## src/rtl/muldiv_pkg.sv

```systemverilog
// Shared types and constants for the iterative multiply/divide unit.
package muldiv_pkg;

  typedef enum logic [1:0] {
    MD_MULT  = 2'b00,
    MD_MULTU = 2'b01,
    MD_DIV   = 2'b10,
    MD_DIVU  = 2'b11
  } md_op_e;

  typedef enum logic [2:0] {IDLE, PREP, CALC, FIX, DONE} md_state_e;

  // Most-negative two's-complement value of a given width (up to 64 bits).
  function automatic logic [63:0] md_most_neg(input int width);
    return 64'(1) << (width - 1);
  endfunction

endpackage

```

## src/rtl/muldiv_negate.sv

```systemverilog
// Pass-through or two's-complement negation, selected by i_neg.
module muldiv_negate #(
  parameter int WIDTH = 32
) (
  input  logic [WIDTH-1:0] i_x,
  input  logic             i_neg,
  output logic [WIDTH-1:0] o_y
);
  assign o_y = i_neg ? (~i_x + WIDTH'(1)) : i_x;
endmodule

```

## src/rtl/muldiv_seq.sv

```systemverilog
// Iterative signed/unsigned MULT/DIV with internal HI/LO; one result bit per cycle.
module muldiv_seq
  import muldiv_pkg::*;
#(
  parameter int WIDTH = 32,
  parameter int CNT_W = $clog2(WIDTH + 1)
) (
  input  logic             clk,
  input  logic             reset,
  input  logic             start,
  input  logic [1:0]       op,
  input  logic [WIDTH-1:0] a,
  input  logic [WIDTH-1:0] b,
  output logic             busy,
  output logic             done,
  output logic             div_zero,
  output logic [WIDTH-1:0] hi,
  output logic [WIDTH-1:0] lo
);

  md_state_e          r_state, w_state_nxt;
  md_op_e             r_op;
  logic [WIDTH-1:0]   r_a, r_b, r_m, r_hi, r_lo;
  logic [2*WIDTH-1:0] r_acc;
  logic [CNT_W-1:0]   r_cnt;
  logic               r_neg_res, r_neg_rem, r_div_zero;

  logic               w_is_div, w_signed;
  logic [WIDTH-1:0]   w_mag_a, w_mag_b, w_quo, w_rem, w_tsub;
  logic [2*WIDTH-1:0] w_prod, w_acc_mul, w_acc_div;
  logic [WIDTH:0]     w_msum, w_trial;
  logic               w_ge;

  assign w_is_div = (r_op == MD_DIV) || (r_op == MD_DIVU);
  assign w_signed = (r_op == MD_MULT) || (r_op == MD_DIV);

  muldiv_negate #(.WIDTH(WIDTH)) u_neg_a (
    .i_x(r_a), .i_neg(w_signed & r_a[WIDTH-1]), .o_y(w_mag_a));
  muldiv_negate #(.WIDTH(WIDTH)) u_neg_b (
    .i_x(r_b), .i_neg(w_signed & r_b[WIDTH-1]), .o_y(w_mag_b));
  muldiv_negate #(.WIDTH(2*WIDTH)) u_neg_p (
    .i_x(r_acc), .i_neg(r_neg_res), .o_y(w_prod));
  muldiv_negate #(.WIDTH(WIDTH)) u_neg_q (
    .i_x(r_acc[WIDTH-1:0]), .i_neg(r_neg_res), .o_y(w_quo));
  muldiv_negate #(.WIDTH(WIDTH)) u_neg_r (
    .i_x(r_acc[2*WIDTH-1:WIDTH]), .i_neg(r_neg_rem), .o_y(w_rem));

  // Shift-add: acc = {partial product, remaining multiplier bits}.
  assign w_msum    = {1'b0, r_acc[2*WIDTH-1:WIDTH]} + {1'b0, (r_acc[0] ? r_m : '0)};
  assign w_acc_mul = {w_msum, r_acc[WIDTH-1:1]};

  // Restoring divide: acc = {remainder, dividend bits shifting into quotient}.
  assign w_trial   = {r_acc[2*WIDTH-1:WIDTH], r_acc[WIDTH-1]};
  assign w_ge      = (w_trial >= {1'b0, r_m});
  assign w_tsub    = w_trial[WIDTH-1:0] - r_m;
  assign w_acc_div = {(w_ge ? w_tsub : w_trial[WIDTH-1:0]), r_acc[WIDTH-2:0], w_ge};

  always_comb begin
    w_state_nxt = r_state;
    busy        = 1'b0;
    done        = 1'b0;
    case (r_state)
      IDLE: w_state_nxt = start ? PREP : IDLE;
      PREP: begin
        busy        = 1'b1;
        w_state_nxt = (w_is_div && (r_b == '0)) ? DONE : CALC;
      end
      CALC: begin
        busy = 1'b1;
        if (r_cnt == CNT_W'(WIDTH - 1)) w_state_nxt = FIX;
      end
      FIX: begin
        busy        = 1'b1;
        w_state_nxt = DONE;
      end
      DONE: begin
        done        = 1'b1;
        w_state_nxt = start ? PREP : IDLE;
      end
      default: w_state_nxt = IDLE;
    endcase
  end

  always_ff @(posedge clk) begin
    if (!reset) begin
      r_state    <= IDLE;
      r_op       <= MD_MULT;
      r_a        <= '0;
      r_b        <= '0;
      r_m        <= '0;
      r_acc      <= '0;
      r_cnt      <= '0;
      r_neg_res  <= 1'b0;
      r_neg_rem  <= 1'b0;
      r_div_zero <= 1'b0;
      r_hi       <= '0;
      r_lo       <= '0;
    end else begin
      r_state <= w_state_nxt;
      case (r_state)
        IDLE, DONE: begin
          if (start) begin
            r_op       <= md_op_e'(op);
            r_a        <= a;
            r_b        <= b;
            r_div_zero <= 1'b0;
          end
        end
        PREP: begin
          r_cnt     <= '0;
          r_neg_res <= w_signed & (r_a[WIDTH-1] ^ r_b[WIDTH-1]);
          r_neg_rem <= w_signed & r_a[WIDTH-1];
          r_m       <= w_is_div ? w_mag_b : w_mag_a;
          r_acc     <= {{WIDTH{1'b0}}, (w_is_div ? w_mag_a : w_mag_b)};
          if (w_is_div && (r_b == '0)) r_div_zero <= 1'b1;
        end
        CALC: begin
          r_acc <= w_is_div ? w_acc_div : w_acc_mul;
          r_cnt <= r_cnt + CNT_W'(1);
        end
        FIX: begin
          if (w_is_div) begin
            r_hi <= w_rem;
            r_lo <= w_quo;
          end else begin
            {r_hi, r_lo} <= w_prod;
          end
        end
        default: ;
      endcase
    end
  end

  assign div_zero = r_div_zero;
  assign hi       = r_hi;
  assign lo       = r_lo;

endmodule

```

## config.mk

```make
export PLATFORM = sky130hd
export DESIGN_NAME = muldiv_seq
export DESIGN_NICKNAME = d
export VERILOG_FILES = /design/src/rtl/muldiv_pkg.sv /design/src/rtl/muldiv_negate.sv /design/src/rtl/muldiv_seq.sv
export SDC_FILE = /design/constraint.sdc
export NUM_CORES = 1
export LEC_CHECK = 0
export BUFFER_PORTS_ARGS = -buffer_cell sky130_fd_sc_hd__buf_2
export CAP_MARGIN = 20
export CORE_ASPECT_RATIO = 1.2
export CORE_UTILIZATION = 45
export DETAILED_ROUTE_END_ITERATION = 10
export HOLD_SLACK_MARGIN = 0.15
export MAX_ROUTING_LAYER = met4
export PLACE_DENSITY = 0.64
export SLEW_MARGIN = 10
export SYNTH_ARGS = -nofsm -noshare
export SYNTH_HDL_FRONTEND = slang
export SYNTH_HIERARCHICAL = 1
export SYNTH_SLANG_ARGS = --single-unit
```

## constraint.sdc

```tcl
create_clock -name clk -period 4.9 [get_ports clk]
set_clock_uncertainty 0.05 [all_clocks]
set_input_delay 0.735 -clock clk [delete_from_list [all_inputs] [get_ports clk]]
set_output_delay 0.735 -clock clk [all_outputs]
set_load 0.005 [all_outputs]
```

# Word-level counts from Yosys, hierarchy flattened
# Index checks and enable logic that the tools add are counted.
# totals
out_inout_bits,67
reg_bits,238
# classes
eq_ne,10
add_sub_neg,8
mux,23
magnitude_cmp,1
n_reduce_logical,12
bitwise,9
# ops
operator,n
$mux 32,10
$add 32x1->32 const B,4
$mux 64,2
$not 32->32,4
$pmux 64 s2,1
$add 64x1->64 const B,1
$not 64->64,1
$add 32x32->33,1
$ge 33x32->1,1
$logic_not 32->1,1
$sub 32x32->32,1
$pmux 3 s4,1
$pmux 6 s2,1
$add 6x1->6 const B,1
$eq 3x2->1 const B,2
$eq 6x5->1 const B,1
$mux 3,2
$mux 1,5
$eq 2x2->1 const B,2
$ne 2x2->1 const B,2
$reduce_bool 2->1,2
$and 1x1->1,3
$eq 3x1->1 const B,1
$eq 3x3->1 const B,1
other kinds (11),12

# Longest topological paths before layout
# depth
word_depth,6
depth_mapped,15

# By module
# Netlist, hierarchy kept.
# modules_own_cells
module,n_inst,seq_area_each_um2,area_per_inst_um2,cells_each
muldiv_seq,1,4764.6,14513.9,1719
muldiv_negate at u_neg_a ...,4,0.0,777.0,99
muldiv_negate at u_neg_p,1,0.0,1530.2,197

# Worst setup path after synthesis
# OpenSTA, ideal clock, no wires.
# synth_timing
kind,register to register
startpoint,register r_acc[0]
endpoint,register r_acc[62]
path_slack_ns,1.845
t_required_ns,4.771
n_path_buf,1
stages_incl_launch_ff,13
setup_ns,0.079
arrival_time_ns,2.926
period_less_slack_ns,3.055
cell_sequence,dfxtp_1 > clkbuf_1 > and2_1 > ha_1 > and3_1 > nand4_1 > or4b_1 > nand3_1 > a31o_2 > a31oi_2 > nor3_2 > mux2_2 > o211ai_1
# synth_between
elab_chain_cells,4
# synth_rtl
item,line_no,source
"start, declared",muldiv_seq.sv:24,logic [2*WIDTH-1:0] r_acc;
"start signal, assigned",muldiv_seq.sv:114,"r_acc <= {{WIDTH{1'b0}}, (w_is_div ? w_mag_a : w_mag_b)};"
"start signal, assigned",muldiv_seq.sv:118,r_acc <= w_is_div ? w_acc_div : w_acc_mul;
$mux 32,muldiv_seq.sv:49,"assign w_msum = {1'b0, r_acc[2*WIDTH-1:WIDTH]} + {1'b0, (r_acc[0] ? r_m : '0)};"
$add 32x32->33,muldiv_seq.sv:49,
$mux 64,muldiv_seq.sv:118,
$pmux 64 s2,muldiv_seq.sv:100,case (r_state)
# No other way between the ends.
# A chain may end at the register's enable or synchronous reset.

# Worst setup path after layout
# Ends and elaborated chain as after synthesis.

==> flow_metrics.tcl <==
set metrics [dict create \
    status "finished, final reports clean" \
    post_cts_buffers 0 \
    grt_pass1_wl_um 94000 \
    grt_usage_pct 27.8 \
    yosys.area.top_type_share_pct 24.9 \
    grt_max_degree 120 \
    synth.avg_cell_area_um2 8.28 \
    yosys_register_bits 238 \
    path_clk_slew_ns 0.06 \
    rows 82 \
    maxSlewViolCount 0 \
    ctsRootBufferMaster "clkbuf_16" \
    die_area_um2 43400 \
    fin_crit_sh_pct 78.9 \
    clockBufferDepth 3 \
    rsz0062_at_grt "no" \
    synthCells 2312 \
    area_growth_pct 10.5 \
    leakagePower_uw 0.00945 \
    num_io_pins 136 \
    reg2reg_to "r_acc[62]" \
    num-fill-cells 4110 \
    multiInputGateArea_um2 13500 \
    slew_headroom_pct 26.1 \
    area.sequential_um2 4770 \
    rr_worst_depth 12 \
    final_cell_area_um2 21200 \
    synthArstFlopShare_pct 0 \
    synth-simple-area-share_pct 19.7 \
    vdd_drop_max_v 0.000284 \
    yosys_warnings 6 \
    holdBufCountCts 0 \
    hpwl_um 44500 \
    arrival_ns 4.30 \
    start_util_pct 45.8 \
    syn_nets 2453 \
    first_pass_iters 6 \
    synth_edf_count 0 \
    setup_viol 0 \
    clock_latency_ns 0.57 \
    ant_nets 0 \
    drive_above_1_share_pct 13.1 \
    maxCapViolations 0 \
    setup.worst_path.start_class "flip-flop" \
    r2r-start "r_acc[0]" \
    place_area_um2 20200 \
    cts_sinks 238 \
    synth_top_family_by_area "compound AO/OA/AOI/OAI gates" \
    min_from "b[20]" \
    synth_commonest_cells "nand2_1 (346), dfxtp_1 (238), xnor2_1 (211)" \
    synthTopCellsByArea "dfxtp_1 (25%), xnor2_1 (9.6%), mux2i_1 (6.8%)" \
    io_buffers 135 \
    synthMuxAreaShare_pct 6.91 \
    gp_congestion 0.987 \
    hold_violations 0 \
    cts_tree "done" \
    setup_tns_ns 0 \
    holdPathStages 3 \
    vias_per_cell 6.10 \
    chipHeight_um 228 \
    fp.dieW_um 190 \
    netlist_area_um2 19200 \
    synth_compound_area_share_pct 28.3 \
    antenna_found_initial 0 \
    yosysTopAreaCell "dfxtp_1" \
    fin_crit_ns 3.87 \
    tightest_slew_ns 1.10 \
    worstSetupPathType "flip-flop to flip-flop" \
    first_iter_violations 1138 \
    synthFlopType "dfxtp_1" \
    coreArea_um2 41900 \
    end_kind "flip-flop" \
    max_freq_mhz 259 \
    drcViolationCount 0 \
    synthAdderAreaFrac_pct 4.78 \
    synthDistinctLibCells 86 \
    wl_per_cell_um 20.6 \
    num-nets-final 2501 \
    htreeDepth 1 \
    wl_um 60300 \
    cts_resized 0 \
    p_per_area_nw_per_um2 291 \
    synthXorXnorAreaFrac_pct 10.7 \
    critPathRequiredTime_ns 5.33 \
    vias 17860 \
    numCtsBuffers 28 \
    holdCritPathClass "primary input to flip-flop" \
    grt-ovfl-total 0 \
    num_antenna_cells 0 \
    cp_max_fo 22 \
    yosysMostFrequentCell "nand2_1" \
    grt_pass1_vias 16953 \
    yosysSeqAreaShare_pct 24.9 \
    r2r_slack_ns 1.03 \
    whs_endpoint "r_b[20]" \
]
==> cells by family (layout without fill, tap and decap cells) <==
logic type | after synthesis | in the layout
and+or+nand+nor | 708 | 708
muxes | 132 | 132
buffers and inverters | 215 | 285
AOI/OAI and AO/OA | 712 | 712
DFF | 238 | 238
xor gates and xnor gates | 235 | 235
adders and majority gates | 72 | 72
==> where the power goes <==
part / leakage, uW / switching [uW] / internal [uW]
Sequential: 0.00194 / 232 / 2040
Clock: 0.000454 / 889 / 1260
Combinational: 0.00705 / 1050 / 676
==> worst max-delay path, cell delays in order (launching register included) <==
cell,delay (ns)
dfxtp_1,0.74
buf_4,0.39
and2_1,0.17
ha_1,0.25
nand4_1,0.18
nor2_1,0.19
or4b_1,0.46
nand3_1,0.21
a31o_2,0.22
a31oi_2,0.16
nor3_2,0.20
mux2_2,0.35
o211ai_1,0.16
==> cell usage in the layout (no fill, tap or decap), types with 18 or more instances in the layout <==
cell	Yosys	routed
nand2b_1	26	25
o31ai_1	51	51
o211a_1	123	123
nand3_1	37	37
clkbuf_16	0	29
buf_2	7	134
nand2_1	346	345
a21boi_0	72	72
o41ai_2	23	23
o22ai_1	31	31
nor3_1	22	22
ha_1	70	70
and2_1	42	40
or3_1	18	18
inv_1	56	56
mux2i_1	130	130
nor4_1	26	26
nor2b_1	24	21
a21o_1	31	31
buf_4	8	39
nand4_1	28	28
nor2_1	55	55
xor2_1	24	24
o221ai_1	32	32
a21oi_1	78	78
dfxtp_1	238	236
xnor2_1	211	211
o41ai_1	29	29
o21ai_0	143	143
==> layer usage <==
layer  track usage [%]  routed length, um  up-vias
li1                  -                  -     8606
met2              45.3              28300      538
met3              2.89               3070      121
met5                 -                  0        -
met1              33.8              25700     8595
met4              13.9               3250        0
==> area by class of cell <==
type	instances	share of cell area (%)
Clock inverter	11	0.550
Sequential cell	238	22.5
Multi-Input combinational cell	1859	63.9
Tap cell	546	3.23
Inverter	56	0.993
Clock buffer	41	3.88
Timing Repair Buffer	177	4.87
==> sequential cells by signal (all words and copies together), names as in the netlist <==
signal	flops
r_neg_rem	1
div_zero	1
r_a	32
r_neg_res	1
r_op	2
r_state	3
r_b	32
r_m	32
hi	32
lo	32
r_acc	64
r_cnt	6
==> worst max-delay path by stage <==
stage | startpoint | to | slack, ns
after floorplan | r_acc[0] | r_acc[62] | 1.84
after global placement | r_acc[35] | r_acc[52] | 1.22
after detailed placement | r_acc[0] | r_acc[62] | 1.11
after CTS | r_acc[0] | r_acc[62] | 1.06
after global routing | r_acc[0] | r_acc[62] | 0.81
final | r_acc[0] | r_acc[62] | 1.03
==> through the flow <==
stage / cells / setup slack [ns] / hold slack (ns) / total power, uW / util (%)
floorplan: 2312 / 1.84 / 0.394 / 3530 / -
global placement: 2873 / 1.22 / 0.413 / 3990 / 48.2
detailed placement: 2873 / 1.11 / 0.426 / 4010 / 48.2
CTS: 2925 / 1.06 / 0.343 / 6160 / 50.4
global route: 2928 / 0.808 / 0.356 / 6440 / 50.6
finish: 2928 / 1.03 / 0.364 / 6160 / 50.6
Note: power is estimated with default switching activity, not from simulation.
